--- src/rtl/alu_issue_pkg.sv ---
// rtl/alu_issue_pkg.sv - shared types, instruction field layout and decode helpers for alu_issue_seq
package alu_issue_pkg;

  // Register file addressing and instruction width
  localparam int REG_AW  = 2;
  localparam int INSTR_W = 8;

  // Instruction field bit positions: [7:6] op, [5:4] rd, [3:2] rs, [1] cmp, [0] reserved
  localparam int OP_MSB  = 7;
  localparam int OP_LSB  = 6;
  localparam int RD_MSB  = 5;
  localparam int RD_LSB  = 4;
  localparam int RS_MSB  = 3;
  localparam int RS_LSB  = 2;
  localparam int CMP_BIT = 1;
  localparam int RSV_BIT = 0;

  // ALU operation encoding, passed to the ALU unmodified
  typedef enum logic [1:0] {
    OP_ADD = 2'b00,
    OP_SUB = 2'b01,
    OP_OR  = 2'b10,
    OP_AND = 2'b11
  } alu_op_t;

  // Sequencer states; 2'b11 is unused and recovers to IDLE
  typedef enum logic [1:0] {
    ST_IDLE = 2'b00,
    ST_EXEC = 2'b01,
    ST_WB   = 2'b10
  } seq_state_t;

  function automatic alu_op_t instr_op(input logic [INSTR_W-1:0] instr);
    return alu_op_t'(instr[OP_MSB:OP_LSB]);
  endfunction

  function automatic logic [REG_AW-1:0] instr_rd(input logic [INSTR_W-1:0] instr);
    return instr[RD_MSB:RD_LSB];
  endfunction

  function automatic logic [REG_AW-1:0] instr_rs(input logic [INSTR_W-1:0] instr);
    return instr[RS_MSB:RS_LSB];
  endfunction

endpackage

--- src/rtl/alu_issue_regfile.sv ---
// rtl/alu_issue_regfile.sv - NREGS x W operand register file, two operand read ports, one debug read port, one write port
module alu_issue_regfile
  import alu_issue_pkg::*;
#(
  parameter int NREGS = 4,
  parameter int W     = 8
) (
  input  logic              i_clk,
  input  logic              i_rst,
  input  logic              i_we,
  input  logic [REG_AW-1:0] i_waddr,
  input  logic [W-1:0]      i_wdata,
  input  logic [REG_AW-1:0] i_ra_addr,
  output logic [W-1:0]      o_ra_data,
  input  logic [REG_AW-1:0] i_rb_addr,
  output logic [W-1:0]      o_rb_data,
  input  logic [REG_AW-1:0] i_dbg_addr,
  output logic [W-1:0]      o_dbg_data
);

  logic [W-1:0] r_regs [NREGS];

  // Storage: cleared on reset, single write port selected by the parent
  always_ff @(posedge i_clk or posedge i_rst) begin
    if (i_rst) begin
      for (int i = 0; i < NREGS; i++) begin
        r_regs[i] <= '0;
      end
    end else if (i_we) begin
      r_regs[i_waddr] <= i_wdata;
    end
  end

  // Read ports are combinational; a write becomes visible only after its edge
  assign o_ra_data  = r_regs[i_ra_addr];
  assign o_rb_data  = r_regs[i_rb_addr];
  assign o_dbg_data = r_regs[i_dbg_addr];

endmodule

--- src/rtl/alu_issue_seq.sv ---
// rtl/alu_issue_seq.sv - issue sequencer feeding the 8-bit ALU; optional compare via ALU_ISSUE_SEQ_CMP_EN
module alu_issue_seq
  import alu_issue_pkg::*;
#(
  parameter int NREGS = 4,
  parameter int W     = 8
) (
  input  logic               i_clk,
  input  logic               i_rst,
  input  logic               i_instr_valid,
  output logic               o_instr_ready,
  input  logic [INSTR_W-1:0] i_instr,
  input  logic               i_ld_valid,
  output logic               o_ld_ready,
  input  logic [REG_AW-1:0]  i_ld_addr,
  input  logic [W-1:0]       i_ld_data,
  output logic               o_alu_en,
  output logic [1:0]         o_alu_op,
  output logic [W-1:0]       o_alu_a,
  output logic [W-1:0]       o_alu_b,
  input  logic [W-1:0]       i_alu_out,
  input  logic               i_alu_f_z,
  input  logic               i_alu_f_c,
  output logic               o_z_flag,
  output logic               o_c_flag,
  output logic               o_wb_done,
  input  logic [REG_AW-1:0]  i_dbg_addr,
  output logic [W-1:0]       o_dbg_data
);

  seq_state_t        r_state;
  seq_state_t        w_next_state;

  logic              w_instr_ready;
  logic              w_ld_ready;
  logic              w_alu_en;
  logic              w_wb_done;

  logic              w_accept;
  logic              w_ld_fire;
  logic              w_wb_write;

  logic [W-1:0]      w_rd_data;
  logic [W-1:0]      w_rs_data;

  logic              w_we;
  logic [REG_AW-1:0] w_waddr;
  logic [W-1:0]      w_wdata;

  logic [W-1:0]      r_alu_a;
  logic [W-1:0]      r_alu_b;
  alu_op_t           r_alu_op;
  logic [REG_AW-1:0] r_rd;
  logic              r_z_flag;
  logic              r_c_flag;

  // Instruction has priority over a load in IDLE, so a load never fires on an accept edge
  assign w_accept  = (r_state == ST_IDLE) && i_instr_valid;
  assign w_ld_fire = i_ld_valid && w_ld_ready;

`ifdef ALU_ISSUE_SEQ_CMP_EN
  logic r_cmp;
  logic w_unused_instr_bits;

  // Compare flag captured with the instruction; a compare updates flags only
  always_ff @(posedge i_clk or posedge i_rst) begin
    if (i_rst) begin
      r_cmp <= 1'b0;
    end else if (w_accept) begin
      r_cmp <= i_instr[CMP_BIT];
    end
  end

  assign w_wb_write          = !r_cmp;
  assign w_unused_instr_bits = i_instr[RSV_BIT];
`else
  logic w_unused_instr_bits;

  assign w_wb_write          = 1'b1;
  assign w_unused_instr_bits = ^{i_instr[CMP_BIT], i_instr[RSV_BIT]};
`endif

  // State register; reset aborts any in-flight instruction
  always_ff @(posedge i_clk or posedge i_rst) begin
    if (i_rst) begin
      r_state <= ST_IDLE;
    end else begin
      r_state <= w_next_state;
    end
  end

  // Next state: IDLE -> EXEC -> WB -> IDLE, one instruction per three cycles
  always_comb begin
    w_next_state = ST_IDLE;
    case (r_state)
      ST_IDLE: w_next_state = i_instr_valid ? ST_EXEC : ST_IDLE;
      ST_EXEC: w_next_state = ST_WB;
      ST_WB:   w_next_state = ST_IDLE;
      default: w_next_state = ST_IDLE;
    endcase
  end

  // FSM outputs; ld_ready is masked during reset because the state already reads IDLE then
  always_comb begin
    w_instr_ready = 1'b0;
    w_ld_ready    = 1'b0;
    w_alu_en      = 1'b0;
    w_wb_done     = 1'b0;
    case (r_state)
      ST_IDLE: begin
        w_instr_ready = 1'b1;
        w_ld_ready    = !i_instr_valid && !i_rst;
      end
      ST_EXEC: w_alu_en  = 1'b1;
      ST_WB:   w_wb_done = 1'b1;
      default: w_instr_ready = 1'b0;
    endcase
  end

  // Operand, op and destination capture at accept; held through EXEC and WB
  always_ff @(posedge i_clk or posedge i_rst) begin
    if (i_rst) begin
      r_alu_a  <= '0;
      r_alu_b  <= '0;
      r_alu_op <= OP_ADD;
      r_rd     <= '0;
    end else if (w_accept) begin
      r_alu_a  <= w_rd_data;
      r_alu_b  <= w_rs_data;
      r_alu_op <= instr_op(i_instr);
      r_rd     <= instr_rd(i_instr);
    end
  end

  // Architectural flags follow the ALU verbatim at the WB closing edge
  always_ff @(posedge i_clk or posedge i_rst) begin
    if (i_rst) begin
      r_z_flag <= 1'b0;
      r_c_flag <= 1'b0;
    end else if (r_state == ST_WB) begin
      r_z_flag <= i_alu_f_z;
      r_c_flag <= i_alu_f_c;
    end
  end

  // Write port mux: WB and load occupy disjoint states so they never collide
  always_comb begin
    w_we    = 1'b0;
    w_waddr = i_ld_addr;
    w_wdata = i_ld_data;
    if (r_state == ST_WB) begin
      w_we    = w_wb_write;
      w_waddr = r_rd;
      w_wdata = i_alu_out;
    end else if (w_ld_fire) begin
      w_we    = 1'b1;
    end
  end

  alu_issue_regfile #(
    .NREGS (NREGS),
    .W     (W)
  ) u_regfile (
    .i_clk      (i_clk),
    .i_rst      (i_rst),
    .i_we       (w_we),
    .i_waddr    (w_waddr),
    .i_wdata    (w_wdata),
    .i_ra_addr  (instr_rd(i_instr)),
    .o_ra_data  (w_rd_data),
    .i_rb_addr  (instr_rs(i_instr)),
    .o_rb_data  (w_rs_data),
    .i_dbg_addr (i_dbg_addr),
    .o_dbg_data (o_dbg_data)
  );

  assign o_instr_ready = w_instr_ready;
  assign o_ld_ready    = w_ld_ready;
  assign o_alu_en      = w_alu_en;
  assign o_wb_done     = w_wb_done;
  assign o_alu_a       = r_alu_a;
  assign o_alu_b       = r_alu_b;
  assign o_alu_op      = r_alu_op;
  assign o_z_flag      = r_z_flag;
  assign o_c_flag      = r_c_flag;

endmodule
--- config.mk ---
export PLATFORM = sky130hd
export DESIGN_NAME = alu_issue_seq
export DESIGN_NICKNAME = d
export VERILOG_FILES = /design/src/rtl/alu_issue_pkg.sv /design/src/rtl/alu_issue_regfile.sv /design/src/rtl/alu_issue_seq.sv
export SDC_FILE = /design/constraint.sdc
export NUM_CORES = 1
export LEC_CHECK = 0
export CAP_MARGIN = 20
export CORE_ASPECT_RATIO = 1.5
export CORE_UTILIZATION = 50
export DETAILED_ROUTE_END_ITERATION = 12
export PLACE_DENSITY = 0.8
export SETUP_SLACK_MARGIN = 0.02
export SLEW_MARGIN = 0
export SYNTH_ARGS = -nofsm -noshare
export SYNTH_HDL_FRONTEND = slang
export SYNTH_HIERARCHICAL = 1
export SYNTH_SLANG_ARGS = --single-unit
--- constraint.sdc ---
create_clock -name i_clk -period 2.2 [get_ports i_clk]
set_input_delay 0.44 -clock i_clk [delete_from_list [all_inputs] [get_ports i_clk]]
set_output_delay 0.44 -clock i_clk [all_outputs]
set_load 0.02 [all_outputs]
# Word level (Yosys, flattened, before mapping)
# Index checks and enable logic that the tools add are counted.
# totals
regBits	56
input_bits	34
out_inout_bits	32
elab_cells	51
# op_classes
order_cmp	5
n_eq_ne	2
muxes	22
bitwise_logic	4
reduce_logical	7
# op_table
operator	count
8-bit 2-to-1 mux	8
8-bit binary-select mux with 2-bit select	3
32-bit bitwise mux	1
8-bit demux with 2-bit select	1
3-bit greater-or-equal comparator (second input constant)	4
2-bit NOT with 3-bit output	4
1-bit 2-to-1 mux	7
1-bit logical AND	4
2-bit case mux with 2 select lines	1
3-bit by 1-bit less-than comparator with 1-bit output (second input constant)	1
2-bit by 1-bit equality test with 1-bit output (second input constant)	1
2-bit equality test (second input constant)	1
1-bit zero test	2
2-bit zero test	1
2-bit 2-to-1 mux	1

# Depth between registers and ports, before layout
# Gate-level depths: netlist of run 1.
# depth
depth_word	8
ltp_mapped	4
mapped_depth_nobuf	4

# Modules after synthesis
# Netlist of run 1, hierarchy kept.
# modules_own_cells
mod	instances	cells_each	area_per_inst_um2	seq_area_each_um2
alu_issue_regfile	1	99	1786.7	800.8
alu_issue_seq	1	68	1109.8	600.6

# Worst setup path before layout of run 1
# Ideal clock, no wire load.
# synth_timing
path_type	input to register
from	in i_instr_valid
to	reg u_regfile/r_regs[24] (netlist name)
arrival_time_ps	1992
required_time_ps	2075
path_slack_ps	84
cell_stages	4
cell_sequence	or3b_2 -> a21oi_1 -> nor3b_4 -> mux2_2
# synth_between
elab_chain_cells	6
# synth_lines
element	line	source
start, declared	alu_issue_seq.sv:10	input logic i_instr_valid,
1-bit zero test	alu_issue_seq.sv:112	w_ld_ready = !i_instr_valid && !i_rst;
1-bit logical AND	alu_issue_seq.sv:112	
1-bit 2-to-1 mux	alu_issue_seq.sv:109	case (r_state)
1-bit logical AND	alu_issue_seq.sv:59	assign w_ld_fire = i_ld_valid && w_ld_ready;
1-bit 2-to-1 mux	alu_issue_seq.sv:155	end else if (w_ld_fire) begin
1-bit 2-to-1 mux	alu_issue_seq.sv:151	if (r_state == ST_WB) begin
net w_we	alu_issue_seq.sv:46	logic w_we;
end signal, assigned by index	alu_issue_regfile.sv:30	r_regs[i_waddr] <= i_wdata;
end, declared	alu_issue_regfile.sv:21	logic [W-1:0] r_regs [NREGS];
# The timed path passes the listed nets, and every way through them passes these cells.
# A chain may end at the register's enable or synchronous reset.

# Final worst setup path of run 1
# layout_timing
from	in i_dbg_addr[1]
to	out o_dbg_data[5]
# layout_between
elab_chain_cells	4
# layout_lines
element	line	source
start, declared	alu_issue_seq.sv:27	input logic [REG_AW-1:0] i_dbg_addr,
2-bit NOT with 3-bit output (implied by the code)	alu_issue_regfile.sv:37	assign o_dbg_data = r_regs[i_dbg_addr];
8-bit binary-select mux with 2-bit select	alu_issue_regfile.sv:37	
8-bit 2-to-1 mux (implied by the code) (2 in a row)	alu_issue_regfile.sv:37	
end, declared	alu_issue_seq.sv:28	output logic [W-1:0] o_dbg_data
# Every way passes these cells. The select of a mux whose other input is x is not followed.

==> flow_summary.yaml, run 1 <==
route:
  drc: 0
  avgRoutedWirePerCell_um: 19.9
  drtAntennaViolNets: 0
  dr_total_vias: 1843
  dr.pass1.iters: 4
  viasPerCell: 5.74
  finalWirelength_um: 6400
  drt_iter0_drc: 58
power_and_ir_drop:
  leakage_nw: 1.63
  ir_worst_vdd_mv: 0.762
  p_comb_share_pct: 45.6
  p_sw_mw: 1.48
  p_total_mw: 4.54
  p_per_area_nw_per_um2: 1170
  seq_power_share_pct: 41.6
  intPower_mw: 3.06
  switching_share_pct: 32.6
  clockPowerShare_pct: 12.8
yosys:
  async_flop_share_pct: 100
  synth_edf_count: 0
  ys_ff_latch: 56
  synth.avg_cell_area_um2: 17.3
  netlist_instances: 167
  synthesis.nets: 201
  ys_types: 17
  synthFlopType: "dfrtp_1"
  ys_warn_count: 6
  ys_seq_area_share_pct: 48.4
  synth_area_um2: 2900
timing:
  tns_ns: 0
  tightest_slew_ns: 0.421
  max_freq_mhz: 464
  timing.hold.ws_ns: 0.509
  setup_viol: 0
  finClkSkew_ns: 0.00661
  period_share_pct: 97.9
  report.final.hold_viol_count: 0
  relSlewSlack_pct: 71.9
  slew_violations: 0
  fin_crit_ns: 2.15
  rsz0062_at_grt: "no"
die:
  coreArea_um2: 5530
  dieArea_um2: 6110
  die_height_um: 95.2
  io_pins: 66
  initial_core_util_pct: 52.4
  die_x_um: 64.1
  rows: 33
placed_design:
  port-buffer-count: 63
  place_congestion: 0.801
  detailed_place_hpwl_um: 4730
setup_path:
  end_kind: "output pin"
  critical_path_arrival_ns: 1.71
  crit_required_ns: 1.76
  startpoint_type: "input port"
  crit_type: "in -> out"
  worstPathMaxFanout: 4
grt:
  grt_max_degree: 33
  antenna_found_initial: 0
  grt_pass1_vias: 1897
  met2_usage_pct: 41.0
  grt_pass1_wl_um: 10200
  grt_usage_pct: 23.2
  top_usage_layer: "met2"
  grt_use_met3_pct: 3.11
  gr-total-overflow: 0
  met1_usage_pct: 29.6
clock_tree:
  hold_buffers: 0
  clock_sinks: 56
  clkTransAtPathRegs_ns: 0.09
  cts_tree: "yes"
  root_buffer: "clkbuf_8"
  clock_path_buffers: 2
  cts_inserted_buffers: 5
  insertion_delay_ns: 0.30
  h-tree-depth: 2
layout:
  multi_input_area_um2: 1420
  nFillCells: 404
  antennaDiodeCount: 0
  area_growth_pct: 33.9
  nets: 285
  drive_above_1_share_pct: 54.2
  seqCellArea_um2: 1400
status:
  outcome: "completed"
run:
  maxCapViolations: 0
worst_hold_path:
  hold_class: "reg -> reg"
## final cells by class
type | count | area share [%]
Multi-Input combinational cell | 99 | 36.5
Sequential cell | 56 | 36.2
Timing Repair Buffer | 86 | 22.3
Clock buffer | 7 | 2.48
Tap cell | 70 | 2.26
Inverter | 3 | 0.290
## cell families (layout without fill, tap and decap cells)
logic type	count (synthesis)	after routing	share of synthesized area, %
multiplexers	88	88	44.7
flip-flops	56	56	48.4
buffers and inverters	12	96	2.89
AND/OR/NAND/NOR	10	10	3.84
AO/OA/AOI/OAI	1	1	0.173
## cell usage after synthesis (2+ instances only)
master | instances | area share [%]
dfrtp_1 | 56 | 48
mux2_2 | 55 | 21
mux4_2 | 24 | 19
mux2_4 | 9 | 4.7
buf_2 | 6 | 1.0
inv_1 | 3 | 0.39
buf_6 | 2 | 0.78
nand3b_2 | 2 | 0.78
nor3b_4 | 2 | 1.3
## power groups by stage
stage / Clock (mW) / Sequential [mW] / Combinational [mW]
after floorplan: 0 / 2.01 / 1.14
after global placement: 0 / 1.87 / 2.07
after detailed placement: 0 / 1.91 / 2.13
after CTS: 0.609 / 1.88 / 2.08
after global routing: 0.641 / 1.97 / 2.18
final: 0.583 / 1.89 / 2.07
## per-layer routing
layer	vias to the layer above	routed length (µm)	part of all wire, %
li1	818	-	-
met4	0	91	1.4
met2	49	3520	55
met1	969	2600	41
met3	7	193	3.0
met5	-	0	0
## state kept, by name, summed over array words and instances, names as in the netlist
| name | flops |
|---|---|
| o_alu_a | 8 |
| o_alu_b | 8 |
| o_alu_op | 2 |
| o_c_flag | 1 |
| o_z_flag | 1 |
| r_rd | 2 |
| r_state | 2 |
| u_regfile/r_regs | 32 |
## stage by stage
stage	instances	cell area, µm²	utilization [%]	setup WS [ns]
after floorplan	167	2900	-	0.0838
after global placement	314	3800	68.7	-0.408
after detailed placement	314	3800	68.7	-0.430
after CTS	321	3880	70.1	0.0213
after global routing	321	3880	70.1	0.0220
final	321	3880	70.1	0.0465
## final timing paths
path / startpoint / end / slack, ns / cells past startpoint
setup / recovery: i_dbg_addr[1] / o_dbg_data[5] / 0.05 / 4
hold / removal: o_alu_a[2] / o_alu_a[2] / 0.51 / 1
setup reg to reg: r_state[0] / u_regfile/r_regs[25] / 0.23 / 5
hold reg to reg: o_alu_a[2] / o_alu_a[2] / 0.51 / 1
max in group asynchronous: i_rst / u_regfile/r_regs[11] / 1.20 / 4
min in group asynchronous: i_rst / o_alu_a[5] / 0.57 / 3
## placed cells by master, fill, tap and decap left out
master	count
nor3b_4	2
buf_6	3
a21oi_2	1
buf_4	16
dlygate4sd2_1	3
dfrtp_1	55
nand3b_2	2
clkbuf_8	7
buf_12	7
or3b_2	1
clkdlybuf4s50_1	52
mux4_2	24
nand3_2	1
inv_1	3
mux2_2	55
mux2_4	9
nor2_1	1
nor2b_4	1
and2b_2	1
buf_2	5
dfrtp_2	1
nor4_1	1
## critical path, stage by stage
cell             delay [ns]
clkdlybuf4s50_1        0.47
buf_6                  0.13
mux4_2                 0.52
buf_6                  0.15
## repair_timing
action                                  4_1_cts  5_1_grt
resized for setup                            34        9
buffers inserted                              0        0
hold endpoints to repair                      0        0
endpoints found under the setup margin       10       13
pin swaps                                     0        0
(Power assumes the default switching activity.)
==> run 2: changes to the inputs <==
Settings changed: GPL_TIMING_DRIVEN set to 0.
==> run 2 against run 1 <==
Effect of this change: clock-buffer cell count did not move; fmax shrank 0.59%; critical path depth increased by 2; first-iteration DRC count fell by 5.2%; via count decreased by 4.1%; critical endpoint is now u_regfile/r_regs[30]; total power shrank 1.6%; sequential cell count did not move; sequential share of layout area increased by 1.4 points; sequential power about the same; clock skew increased by 0.0037 ns; cell count is 4.4% lower.
==> flow_summary.yaml, run 2 (synthesized netlist as in run 1, its figures left out) <==
route:
  viasPerCell: 5.76
  drtAntennaViolNets: 0
  dr_total_vias: 1768
  finalWirelength_um: 6140
  avgRoutedWirePerCell_um: 20.0
  drt_iter0_drc: 55
  dr.pass1.iters: 4
  drc: 0
die:
  die_height_um: 95.2
  die_x_um: 64.1
  coreArea_um2: 5530
  io_pins: 66
  dieArea_um2: 6110
  rows: 33
  initial_core_util_pct: 52.4
power_and_ir_drop:
  p_per_area_nw_per_um2: 1200
  leakage_nw: 1.55
  ir_worst_vdd_mv: 0.799
clock_tree:
  clock_path_buffers: 2
  cts_tree: "yes"
  h-tree-depth: 2
  cts_inserted_buffers: 5
  clock_sinks: 56
  insertion_delay_ns: 0.31
  hold_buffers: 0
  root_buffer: "clkbuf_8"
  clkTransAtPathRegs_ns: 0.09
setup_path:
  worstPathMaxFanout: 6
  end_kind: "flip-flop"
  crit_type: "in -> reg"
  startpoint_type: "input port"
  crit_required_ns: 2.40
  critical_path_arrival_ns: 2.36
grt:
  gr-total-overflow: 0
  grt_usage_pct: 22.2
  grt_max_degree: 25
  grt_pass1_wl_um: 9580
  grt_pass1_vias: 1843
  antenna_found_initial: 0
timing:
  report.final.hold_viol_count: 0
  tightest_slew_ns: 0.963
  rsz0062_at_grt: "no"
  fin_crit_ns: 2.17
  period_share_pct: 98.5
  setup_viol: 0
  max_freq_mhz: 462
  finClkSkew_ns: 0.0103
  setup_slack_ns: 0.0338
  relSlewSlack_pct: 35.7
  slew_violations: 0
  tns_ns: 0
layout:
  area_growth_pct: 29.0
  multi_input_area_um2: 1430
  final_common_cell: "mux2_2"
  largest-register: "u_regfile/r_regs"
  nets: 270
  final_area_um2: 3740
  drive_above_1_share_pct: 49.8
  seqCellArea_um2: 1400
  final_cell_mix: "mux2_2 (55), dfrtp_1 (54), clkdlybuf4s50_1 (49), mux4_2 (24)"
  largest_register_ffs: 32
  nFillCells: 417
  utilization_pct: 67.5
  antennaDiodeCount: 0
placed_design:
  detailed_place_hpwl_um: 4270
  place_congestion: 0.807
  placed_cell_area_um2: 3600
  place_ws_ns: -0.696
  port-buffer-count: 59
run:
  maxCapViolations: 0
worst_hold_path:
  hold_class: "reg -> reg"
status:
  outcome: "completed"
-- run 2: cell types whose count changed in the layout (fill, tap and decap cells not counted), sizes merged --
cell           delta
clkinvlp          +1
dlygate4sd2       +6
dlymetal6s2s      +1
clkdlybuf4s50     -3
buf              -19
-- run 2: power breakdown --
group,switching (mW),leakage [nW],internal (mW),total (mW)
clock,0.325,0.0445,0.257,0.581
combinational,0.767,0.838,1.24,2.00
sequential,0.372,0.671,1.51,1.89
total,1.46,1.55,3.01,4.47
-- run 2: worst paths after layout --
kind / start / end / cells past startpoint / slack [ns]
setup reg to reg: r_state[0] / u_regfile/r_regs[14] / 4 / 0.17
max in group asynchronous: i_rst / r_state[1] / 2 / 0.78
hold reg to reg: o_alu_op[1] / o_alu_op[1] / 1 / 0.52
min in group asynchronous: i_rst / u_regfile/r_regs[13] / 2 / 0.64
hold / removal: o_alu_op[1] / o_alu_op[1] / 1 / 0.52
setup / recovery: i_rst / u_regfile/r_regs[30] / 6 / 0.03
-- run 2: critical path, cell delays in order --
cell and delay, ns:
clkdlybuf4s50_1 0.49, or3b_4 0.42, a21oi_4 0.23, nor3b_4 0.29, buf_12 0.16, mux2_2 0.32
-- run 2: final cells by class --
| cell class | count | area share (%) |
|---|---|---|
| tap | 70 | 2.34 |
| buffer | 9 | 2.08 |
| timing repair buffer | 62 | 17.0 |
| clock inverter | 1 | 0.201 |
| multi-input combinational | 99 | 38.1 |
| inverter | 3 | 0.301 |
| clock buffer | 7 | 2.31 |
| sequential | 56 | 37.6 |
-- run 2: stage by stage --
| step | hold WS (ns) | power, mW | cells |
|---|---|---|---|
| after floorplan | 0.455 | 3.15 | 167 |
| after global placement | 0.488 | 3.89 | 296 |
| after detailed placement | 0.498 | 3.97 | 297 |
| after CTS | 0.521 | 4.51 | 307 |
| after global routing | 0.528 | 4.72 | 307 |
| final | 0.515 | 4.47 | 307 |
-- run 2: what timing repair did --
action / 4_1_cts / 5_1_grt
gates resized for setup: 15 / 2
setup buffers: 2 / 0
endpoints found under the hold margin: 0 / 0
endpoints found under the setup margin: 42 / 2
-- run 2: per-layer routing --
layer | track usage (%) | share of wire [%] | vias up
li1 | - | - | 780
met1 | 26.4 | 39 | 915
met2 | 39.3 | 54 | 60
met3 | 2.87 | 4.1 | 13
met4 | 11.3 | 2.6 | 0
met5 | 0 | 0 | -
